### src/rtl/aes_inv_mix_columns_seq.sv
// Sequential AES InvMixColumns: one shared column datapath, one column per cycle.
// Optional macro AES_IMC_BYPASS_EN adds an inBypass input that passes the state through.
module aes_inv_mix_columns_seq (
  input  logic         clk,
  input  logic         rst,
  input  logic         inValid,
  output logic         inReady,
  input  logic [127:0] inData,
`ifdef AES_IMC_BYPASS_EN
  input  logic         inBypass,
`endif
  output logic         outValid,
  input  logic         outReady,
  output logic [127:0] outData
);

  typedef enum logic [1:0] {
    StIdle = 2'd0,
    StProc = 2'd1,
    StDone = 2'd2
  } st_e;

  st_e          st_q, st_d;
  logic [1:0]   col_q, col_d;
  logic [127:0] state_q, state_d;
  logic [31:0]  col_in, col_xf, col_new;

  function automatic logic [7:0] xtime(input logic [7:0] b);
    return {b[6:0], 1'b0} ^ (b[7] ? 8'h1b : 8'h00);
  endfunction

  // Returns {0E*a, 0B*a, 0D*a, 09*a} built from doubling chains only.
  function automatic logic [31:0] inv_mul(input logic [7:0] a);
    logic [7:0] x2, x4, x8;
    x2 = xtime(a);
    x4 = xtime(x2);
    x8 = xtime(x4);
    return {x8 ^ x4 ^ x2, x8 ^ x2 ^ a, x8 ^ x4 ^ a, x8 ^ a};
  endfunction

  always_comb begin
    col_in = 32'h0;
    unique case (col_q)
      2'd0: col_in = state_q[127:96];
      2'd1: col_in = state_q[95:64];
      2'd2: col_in = state_q[63:32];
      2'd3: col_in = state_q[31:0];
      default: col_in = 32'h0;
    endcase
  end

  // Shared column datapath; m<r> = {0E,0B,0D,09} multiples of row-r input byte.
  logic [31:0] m0, m1, m2, m3;
  always_comb begin
    m0 = inv_mul(col_in[31:24]);
    m1 = inv_mul(col_in[23:16]);
    m2 = inv_mul(col_in[15:8]);
    m3 = inv_mul(col_in[7:0]);
    col_xf[31:24] = m0[31:24] ^ m1[23:16] ^ m2[15:8]  ^ m3[7:0];
    col_xf[23:16] = m0[7:0]   ^ m1[31:24] ^ m2[23:16] ^ m3[15:8];
    col_xf[15:8]  = m0[15:8]  ^ m1[7:0]   ^ m2[31:24] ^ m3[23:16];
    col_xf[7:0]   = m0[23:16] ^ m1[15:8]  ^ m2[7:0]   ^ m3[31:24];
  end

`ifdef AES_IMC_BYPASS_EN
  logic bypass_q, bypass_d;
  assign col_new = bypass_q ? col_in : col_xf;
`else
  assign col_new = col_xf;
`endif

  always_comb begin
    st_d    = st_q;
    col_d   = col_q;
    state_d = state_q;
`ifdef AES_IMC_BYPASS_EN
    bypass_d = bypass_q;
`endif
    case (st_q)
      StIdle: begin
        if (inValid) begin
          state_d = inData;
          col_d   = 2'd0;
          st_d    = StProc;
`ifdef AES_IMC_BYPASS_EN
          bypass_d = inBypass;
`endif
        end
      end
      StProc: begin
        unique case (col_q)
          2'd0: state_d[127:96] = col_new;
          2'd1: state_d[95:64]  = col_new;
          2'd2: state_d[63:32]  = col_new;
          2'd3: state_d[31:0]   = col_new;
          default: ;
        endcase
        col_d = col_q + 2'd1;
        if (col_q == 2'd3) st_d = StDone;
      end
      StDone: begin
        if (outReady) st_d = StIdle;
      end
      default: st_d = StIdle;
    endcase
  end

  always_ff @(posedge clk) begin
    if (rst) begin
      st_q    <= StIdle;
      col_q   <= 2'd0;
      state_q <= 128'h0;
`ifdef AES_IMC_BYPASS_EN
      bypass_q <= 1'b0;
`endif
    end else begin
      st_q    <= st_d;
      col_q   <= col_d;
      state_q <= state_d;
`ifdef AES_IMC_BYPASS_EN
      bypass_q <= bypass_d;
`endif
    end
  end

  assign inReady  = (st_q == StIdle);
  assign outValid = (st_q == StDone);
  assign outData  = state_q;

endmodule
### config.mk
export PLATFORM = sky130hd
export DESIGN_NAME = aes_inv_mix_columns_seq
export DESIGN_NICKNAME = d
export VERILOG_FILES = /design/src/rtl/aes_inv_mix_columns_seq.sv
export SDC_FILE = /design/constraint.sdc
export NUM_CORES = 1
export LEC_CHECK = 0
export CELL_PAD_IN_SITES_DETAIL_PLACEMENT = 0
export CELL_PAD_IN_SITES_GLOBAL_PLACEMENT = 1
export CORE_UTILIZATION = 36
export CTS_CLUSTER_DIAMETER = 60
export DETAILED_ROUTE_END_ITERATION = 6
export GPL_TIMING_DRIVEN = 1
export PLACE_DENSITY_LB_ADDON = 0.1
export SYNTH_ARGS = -nofsm -noshare
export SYNTH_HDL_FRONTEND = slang
export SYNTH_SLANG_ARGS = --single-unit
### constraint.sdc
create_clock -name clk -period 4.5 [get_ports clk]
set_clock_uncertainty 0.2 [all_clocks]
set_input_delay 0.9 -clock clk [delete_from_list [all_inputs] [get_ports clk]]
set_output_delay 0.9 -clock clk [all_outputs]
set_load 0.02 [all_outputs]
==> Word level (Yosys, flattened, before mapping) <==
Cells that the tools add are included.
{ "op_classes": {"n_addsub": 1, "eq_ne": 11, "n_reduce_logical": 9, "bitwise": 48, "muxes": 25} }
{ "ops": {"columns": ["op", "count"], "rows": [
  ["bitwise XOR 8 bit", 36],
  ["case mux 128 bit (2 select lines)", 1],
  ["two-way mux 128 bit", 1],
  ["two-way mux 32 bit", 4],
  ["case mux 32 bit (4 select lines)", 1],
  ["bitwise XOR 8 x 5 -> 8 bit", 12],
  ["two-way mux 5 bit", 12],
  ["AND reduction 3 bit", 5],
  ["two-way mux 2 bit", 4],
  ["inequality test 2 x 1 -> 1 bit (second input constant)", 4],
  ["== test 2 bit (second input constant)", 3],
  ["case mux 2 bit (3 select lines)", 1],
  ["== test 2 x 1 -> 1 bit (second input constant)", 2],
  ["logical NOT 2 bit", 2],
  ["inequality test 2 bit (second input constant)", 2],
  ["case mux 2 bit (2 select lines)", 1],
  ["adder 2 x 1 -> 2 bit (second input constant)", 1],
  ["AND reduction 2 bit", 1],
  ["nonzero test 2 bit", 1]
]} }
{ "word_totals": {"wordCells": 100, "register_bits": 132, "input_bits": 132} }

==> Depth between registers and ports, before layout <==
Gate-level depths: netlist (run 1).
{ "logic_depth": {"ltp_word": 15, "mapped_depth": 14} }

==> Least setup slack after synthesis (run 1) <==
No wires, ideal clock.
{ "synth_timing": {"path_kind": "register to register", "from": "register col_q[0]", "to": "register state_q[20] (netlist: outData[20])", "t_arrival_ns": 3.164, "path_stages_with_launch": 14, "t_required_ns": 4.199, "setup_slack_ns": 1.035, "setup_time_ns": 0.101, "path_cell_list": "dfxtp_1 > inv_1 > ha_1 > buf_4 > buf_4 > a222oi_1 > xor2_1 > a21oi_1 > xnor3_1 > xor2_1 > xnor2_1 > xnor2_1 > nor2_1 > o41ai_1"} }
{ "synth_via": {"elab_chain_cells": 13, "elab_cells_between_ends": 42, "cone_classes": "4 x eq/ne; 14 x mux; 22 x bitwise; 2 x reduce/logical"} }
{ "synth_rtl": {"columns": ["item", "line", "text"], "rows": [
  ["start, declared", "24", "logic [1:0] col_q, col_d;"],
  ["start signal, assigned", "118", "col_q <= col_d;"],
  ["== test 2 bit (tied with other cells)", "43, 91", null],
  ["case mux 32 bit (4 select lines)", "43", "unique case (col_q)"],
  ["bitwise XOR 8 x 5 -> 8 bit", "29", "return {b[6:0], 1'b0} ^ (b[7] ? 8'h1b : 8'h00);"],
  ["two-way mux 5 bit / bitwise XOR 8 x 5 -> 8 bit (equally long branches)", "29", null],
  ["bitwise XOR 8 x 5 -> 8 bit / two-way mux 5 bit (equally long branches)", "29", null],
  ["bitwise XOR 8 x 5 -> 8 bit", "29", null],
  ["bitwise XOR 8 bit (2 in series)", "38", "return {x8 ^ x4 ^ x2, x8 ^ x2 ^ a, x8 ^ x4 ^ a, x8 ^ a};"],
  ["bitwise XOR 8 bit (3 in series)", "60", "col_xf[23:16] = m0[7:0] ^ m1[31:24] ^ m2[23:16] ^ m3[15:8];"],
  ["two-way mux 32 bit", "91", "unique case (col_q)"],
  ["case mux 128 bit (2 select lines)", "79", "case (st_q)"],
  ["end signal, assigned", "119", "state_q <= state_d;"],
  ["end, declared", "25", "logic [127:0] state_q, state_d;"]
]} }
Parallel ways exist; a longest one is shown, timed or not. The select of a mux whose other input is x is not followed.
A chain may end at the register's enable or synchronous reset.

==> Final worst setup path (run 1) <==
{ "layout_timing": {"from": "register col_q[1]", "to": "register state_q[53] (netlist: outData[53])"} }
{ "layout_via": {"elab_chain_cells": 13, "elab_cells_between_ends": 39, "cone_classes": "4 x eq/ne; 11 x mux; 22 x bitwise; 2 x reduce/logical"} }
{ "layout_rtl": {"columns": ["item", "line"], "rows": [
  ["== test 2 bit (tied with other cells)", "43"],
  ["case mux 32 bit (4 select lines)", "43"],
  ["two-way mux 5 bit / bitwise XOR 8 x 5 -> 8 bit (equally long branches)", "29"],
  ["bitwise XOR 8 x 5 -> 8 bit / two-way mux 5 bit (equally long branches)", "29"],
  ["bitwise XOR 8 x 5 -> 8 bit (2 in series)", "29"],
  ["bitwise XOR 8 bit (2 in series)", "38"],
  ["bitwise XOR 8 bit (3 in series)", "60"],
  ["two-way mux 32 bit", "91"],
  ["case mux 128 bit (2 select lines)", "79"]
]} }
Parallel ways exist; a longest one is shown, timed or not. The select of a mux whose other input is x is not followed.

==> results.yml, run 1 <==
worst_setup_path:
  path_max_fanout: 23
  cp.required_ps: 4580
  cp-start-kind: "flip-flop"
  crit_path_end_kind: "flip-flop"
  cp_data_arrival_time_ps: 4320
  worstSetupPathType: "flip-flop to flip-flop"
  reg2regPathDepth: 13
yosys:
  ys_seq_area_frac: 0.283
  ys_warn_count: 0
  synth_edf_count: 0
  synthFlopType: "dfxtp_1"
  ys_ff_latch: 132
  syn_area_per_cell_um2: 8.09
  synth.cell_area_um2: 9350
  syn_nets: 1292
  async_flop_share: 0
  synthCells: 1156
  ys_types: 52
timing:
  finalSetupTns_ps: 0
  fmax_ghz: 0.236
  fin_crit_ps: 4230
  rsz0062_at_grt: "no"
  setup_viol: 0
  period_share: 0.941
  finalHoldViolCount: 0
  worst_slew_pin_slew_ps: 914
  max-slew-margin-rel: 0.391
  timing.final.ws_setup_ps: 267
  slew_violations: 0
route:
  drc_errors: 0
  drt_pass1_iterations: 7
  antenna_left: 0
  num_vias: 9386
  routed_wl_um: 39500
  vias_per_cell: 5.40
  routedWlPerCell_um: 22.7
  drt_iter0_markers: 896
outcome:
  status: "finished clean"
global_routing:
  grt_max_degree: 91
  grt_pass1_vias: 9150
  grt.total_usage: 0.295
  grt_overflow: 0
  grt_pass1_wl_um: 58200
  antenna_found_initial: 0
pwr:
  leakage_nw: 4.71
  irDropWorstVdd_uv: 440
  p_per_area_nw_per_um2: 822
placed_design:
  pre_cts_ws_ps: 410
  routabilityCongestion: 0.981
  place.port_buffers: 261
  hpwl_um: 29700
clocking:
  htree_levels: 4
  cts_tree: "done"
  cts-root-buf: "clkbuf_16"
  cts_resized: 0
  cts_buffer_depth: 2
  clkTransAtPathRegs_ps: 60
  post-cts-setup-buffers: 0
  cts.sinks: 132
  cts-buffers-inserted: 17
  postCtsHoldBufs: 0
  insertion_delay_ps: 430
cells_and_area:
  layout_common_cells: "260 x clkdlybuf4s50_1, 175 x nor2_1, 169 x xnor2_1"
  finalNetCount: 1531
  drive_gt1_frac: 0.0952
  mostFrequentLayoutCell: "clkdlybuf4s50_1"
  diodes: 0
  syn_to_final_growth_pct: 40.3
worst_hold_path:
  hp-class: "flip-flop to flip-flop"
  hold_path_depth: 2
die:
  die_h_um: 163
  dieArea_um2: 26600
  ios: 262
  num_rows: 58
  core-area_um2: 25300
  die_x_um: 163
  initial_core_util: 0.369
job:
  max-cap-violations: 0
-- synth_stat cells (6+ instances only) --
cell | count | area [um^2]
a222oi_1 | 29 | 290
or3_1 | 24 | 150
nor2_1 | 175 | 657
inv_1 | 6 | 22.5
buf_1 | 8 | 30.0
xnor2_1 | 169 | 1480
xnor2_2 | 6 | 97.6
nand2_1 | 67 | 251
o21ai_0 | 16 | 80.1
clkbuf_1 | 82 | 308
nor2b_1 | 8 | 50.1
buf_4 | 6 | 45.0
buf_2 | 9 | 45.0
dfxtp_1 | 132 | 2640
xor2_1 | 75 | 657
o41ai_2 | 7 | 114
a211oi_1 | 77 | 578
o41ai_1 | 19 | 166
nand3b_1 | 25 | 188
a21oi_1 | 147 | 736
a21o_1 | 6 | 45.0
-- final timing paths --
path | start | end | slack [ps]
worst min-delay path | outData[56] | outData[56] | 270
worst max register to register | col_q[1] | outData[53] | 270
worst max-delay path | col_q[1] | outData[53] | 270
worst min register to register | outData[56] | outData[56] | 270
-- flip-flops by register name, summed over array words and instances, names as in the netlist --
signal   flops
st_q         2
col_q        2
outData    128
-- logic make-up after synthesis --
kind of cell,after synthesis,share of synthesized area
AO/OA/AOI/OAI,327,0.241
AND/OR/NAND/NOR,311,0.147
XOR/XNOR,260,0.263
flip-flops,132,0.283
buffers and inverters,116,0.0534
multiplexers,6,0.00776
adder cells (fa/ha/maj),4,0.00535
-- final cells by class --
type / instances / area [um^2]
Multi-Input combinational cell: 908 / 6240
Fill cell: 2423 / 12200
Timing Repair Buffer: 329 / 3170
Tap cell: 330 / 413
Inverter: 7 / 26.3
Sequential cell: 132 / 2640
Clock buffer: 18 / 429
Clock inverter: 13 / 195
-- metal layers --
metal	track usage	wire length (um)	share of wire
met5	0	0	0
met4	0.0790	592	0.015
met3	0.0518	2830	0.072
met2	0.461	18100	0.46
met1	0.414	17900	0.45
-- metrics by stage --
step                      cell area [um^2]  hold WS (ps)  utilization  std cells  power, mW
after CTS                            13100           265        0.518       1737       10.7
after floorplan                       9350           318            -       1156       6.72
final                                13100           266        0.518       1737       10.8
after global placement               12500           255        0.493       1706       9.20
after detailed placement             12500           257        0.493       1706       9.16
after global routing                 13100           298        0.518       1737       11.3
-- where the power goes --
part           internal (mW)  switching (mW)
Sequential              1.44           0.391
Combinational           3.33            4.09
Clock                  0.935           0.588
-- worst max-delay path: stages, from the launching register on --
cell and delay, ps:
dfxtp_1 390, inv_1 80, ha_1 380, buf_12 250, a222oi_1 290, buf_4 260, xor2_1 80, a21oi_1 510
xor2_1 440, xor2_1 220, xnor2_1 180, xor3_1 520, nand2_1 180, a211oi_1 100
(Power assumes the default switching activity.)
==> run 2: changes to the inputs <==
Settings changed: CORE_UTILIZATION 36 to 32, CTS_CLUSTER_SIZE set to 40.
Clock period 4.5 ns to 3.6 ns, I/O delays scaled along.
==> results.yml, run 2 (synthesis results as in run 1) <==
clocking:
  clkTransAtPathRegs_ps: 80
  cts_buffer_depth: 2
  cts-root-buf: "clkbuf_16"
  insertion_delay_ps: 450
  htree_levels: 4
  cts-buffers-inserted: 17
  cts.sinks: 132
  postCtsHoldBufs: 0
  cts_tree: "done"
timing:
  slew_violations: 0
  fin_crit_ps: 3630
  worst_slew_pin_slew_ps: 1010
  max-slew-margin-rel: 0.326
  setup_viol: 1
  fmax_ghz: 0.275
  period_share: 1.01
  finalSetupTns_ps: -29.9
  finalHoldViolCount: 0
  rsz0062_at_grt: "yes"
  timing.final.ws_setup_ps: -29.9
global_routing:
  grt.total_usage: 0.275
  grt_overflow: 0
  grt_pass1_wl_um: 61900
  antenna_found_initial: 0
  grt_pass1_vias: 9716
  grt_max_degree: 90
cells_and_area:
  largest_reg_flops: 128
  diodes: 0
  syn_to_final_growth_pct: 60.1
  drive_gt1_frac: 0.239
  mostFrequentLayoutCell: "clkdlybuf4s50_1"
  finalNetCount: 1674
  layout_common_cells: "260 x clkdlybuf4s50_1, 195 x buf_4, 169 x nor2_1"
  post-route-util: 0.521
  nFillCells: 2734
placed_design:
  hpwl_um: 31800
  place.port_buffers: 261
  routabilityCongestion: 0.954
die:
  die_x_um: 173
  ios: 262
  die_h_um: 173
  initial_core_util: 0.326
  core-area_um2: 28700
  dieArea_um2: 29900
  num_rows: 62
worst_setup_path:
  reg2reg_from: "col_q[0]"
  timing.rr.end: "outData[92]"
  r2r_slack_ps: -30
  cp-start-kind: "flip-flop"
  cp.required_ps: 3750
  cp_data_arrival_time_ps: 3780
  worstSetupPathType: "flip-flop to flip-flop"
  path_max_fanout: 7
  reg2regPathDepth: 14
  cp-startpoint: "col_q[0]"
  endpoint: "outData[92]"
  crit_path_end_kind: "flip-flop"
job:
  max-cap-violations: 0
route:
  routed_wl_um: 42500
  drt_pass1_iterations: 7
  vias_per_cell: 5.20
  drt_iter0_markers: 853
  antenna_left: 0
  routedWlPerCell_um: 22.0
  drc_errors: 2
  num_vias: 10100
pwr:
  power_mw: 16.1
  irDropWorstVdd_uv: 705
  p_per_area_nw_per_um2: 1070
  leakage_nw: 5.63
worst_hold_path:
  hp-class: "flip-flop to flip-flop"
outcome:
  status: "complete, but fails checks"
  violations: "design-rule violations, negative setup slack"
run 2: changes by cell type in the layout (fill, tap and decap cells not counted), sizes merged:
cell	delta
clkinvlp	-2
buf	+142
inv	+3
clkinv	+3
bufinv	-2
run 2: critical path, cell delays in order (launching register included):
cell	delay [ps]
dfxtp_4	390
inv_4	50
ha_4	190
buf_12	150
buf_4	150
a222oi_1	500
buf_4	220
xnor2_1	160
o21ai_4	110
buf_4	160
xnor2_1	230
xnor2_2	170
xnor3_1	340
and2_4	200
o41ai_4	310
run 2: where the power goes:
part	internal [mW]	switching [mW]
combinational	5.86	5.95
sequential	1.80	0.495
clock	1.07	0.901
total	8.73	7.35
run 2: worst min-delay path by stage:
stage / from / end / slack (ps) / cells after the start
global placement: outData[88] / outData[88] / 260 / 2
floorplan: col_q[1] / col_q[1] / 320 / 2
CTS: outData[88] / outData[88] / 270 / 2
global route: outData[88] / outData[88] / 290 / 2
finish: outData[88] / outData[88] / 280 / 2
detailed placement: outData[88] / outData[88] / 270 / 2
run 2: area by class of cell:
cell class	instances	area (um^2)	area share
well taps	384	480	0.0321
repair buffers	472	4360	0.291
clock inverters	15	208	0.0139
clock buffers	17	425	0.0284
multi-input cells	908	6820	0.455
flip-flops and latches	132	2650	0.177
inverters	7	28.8	0.00192
run 2: metal layers:
metal | global-route usage | up-vias | wire [um]
met5 | 0 | - | 0
met4 | 0.0619 | 0 | 591
met3 | 0.0405 | 36 | 2210
met2 | 0.448 | 345 | 20200
met1 | 0.384 | 4887 | 19500
li1 | - | 4789 | -
run 2: what timing repair did:
item	4_1_cts	5_1_grt
resized for setup	20	96
setup endpoints to repair	87	108
hold endpoints to repair	0	0
buffers inserted	7	19
pin swaps	17	43
cloned	0	1
run 2: per-stage QoR:
stage	instances	instance area (um^2)	worst slack (ps)	hold slack [ps]
2_1_floorplan	1156	9350	135	318
3_3_place_gp	1877	13500	-170	261
3_5_place_dp	1877	13500	-170	266
4_1_cts	1916	14300	1.01	274
5_1_grt	1935	15000	-61.1	290
6_report	1935	15000	-29.9	276
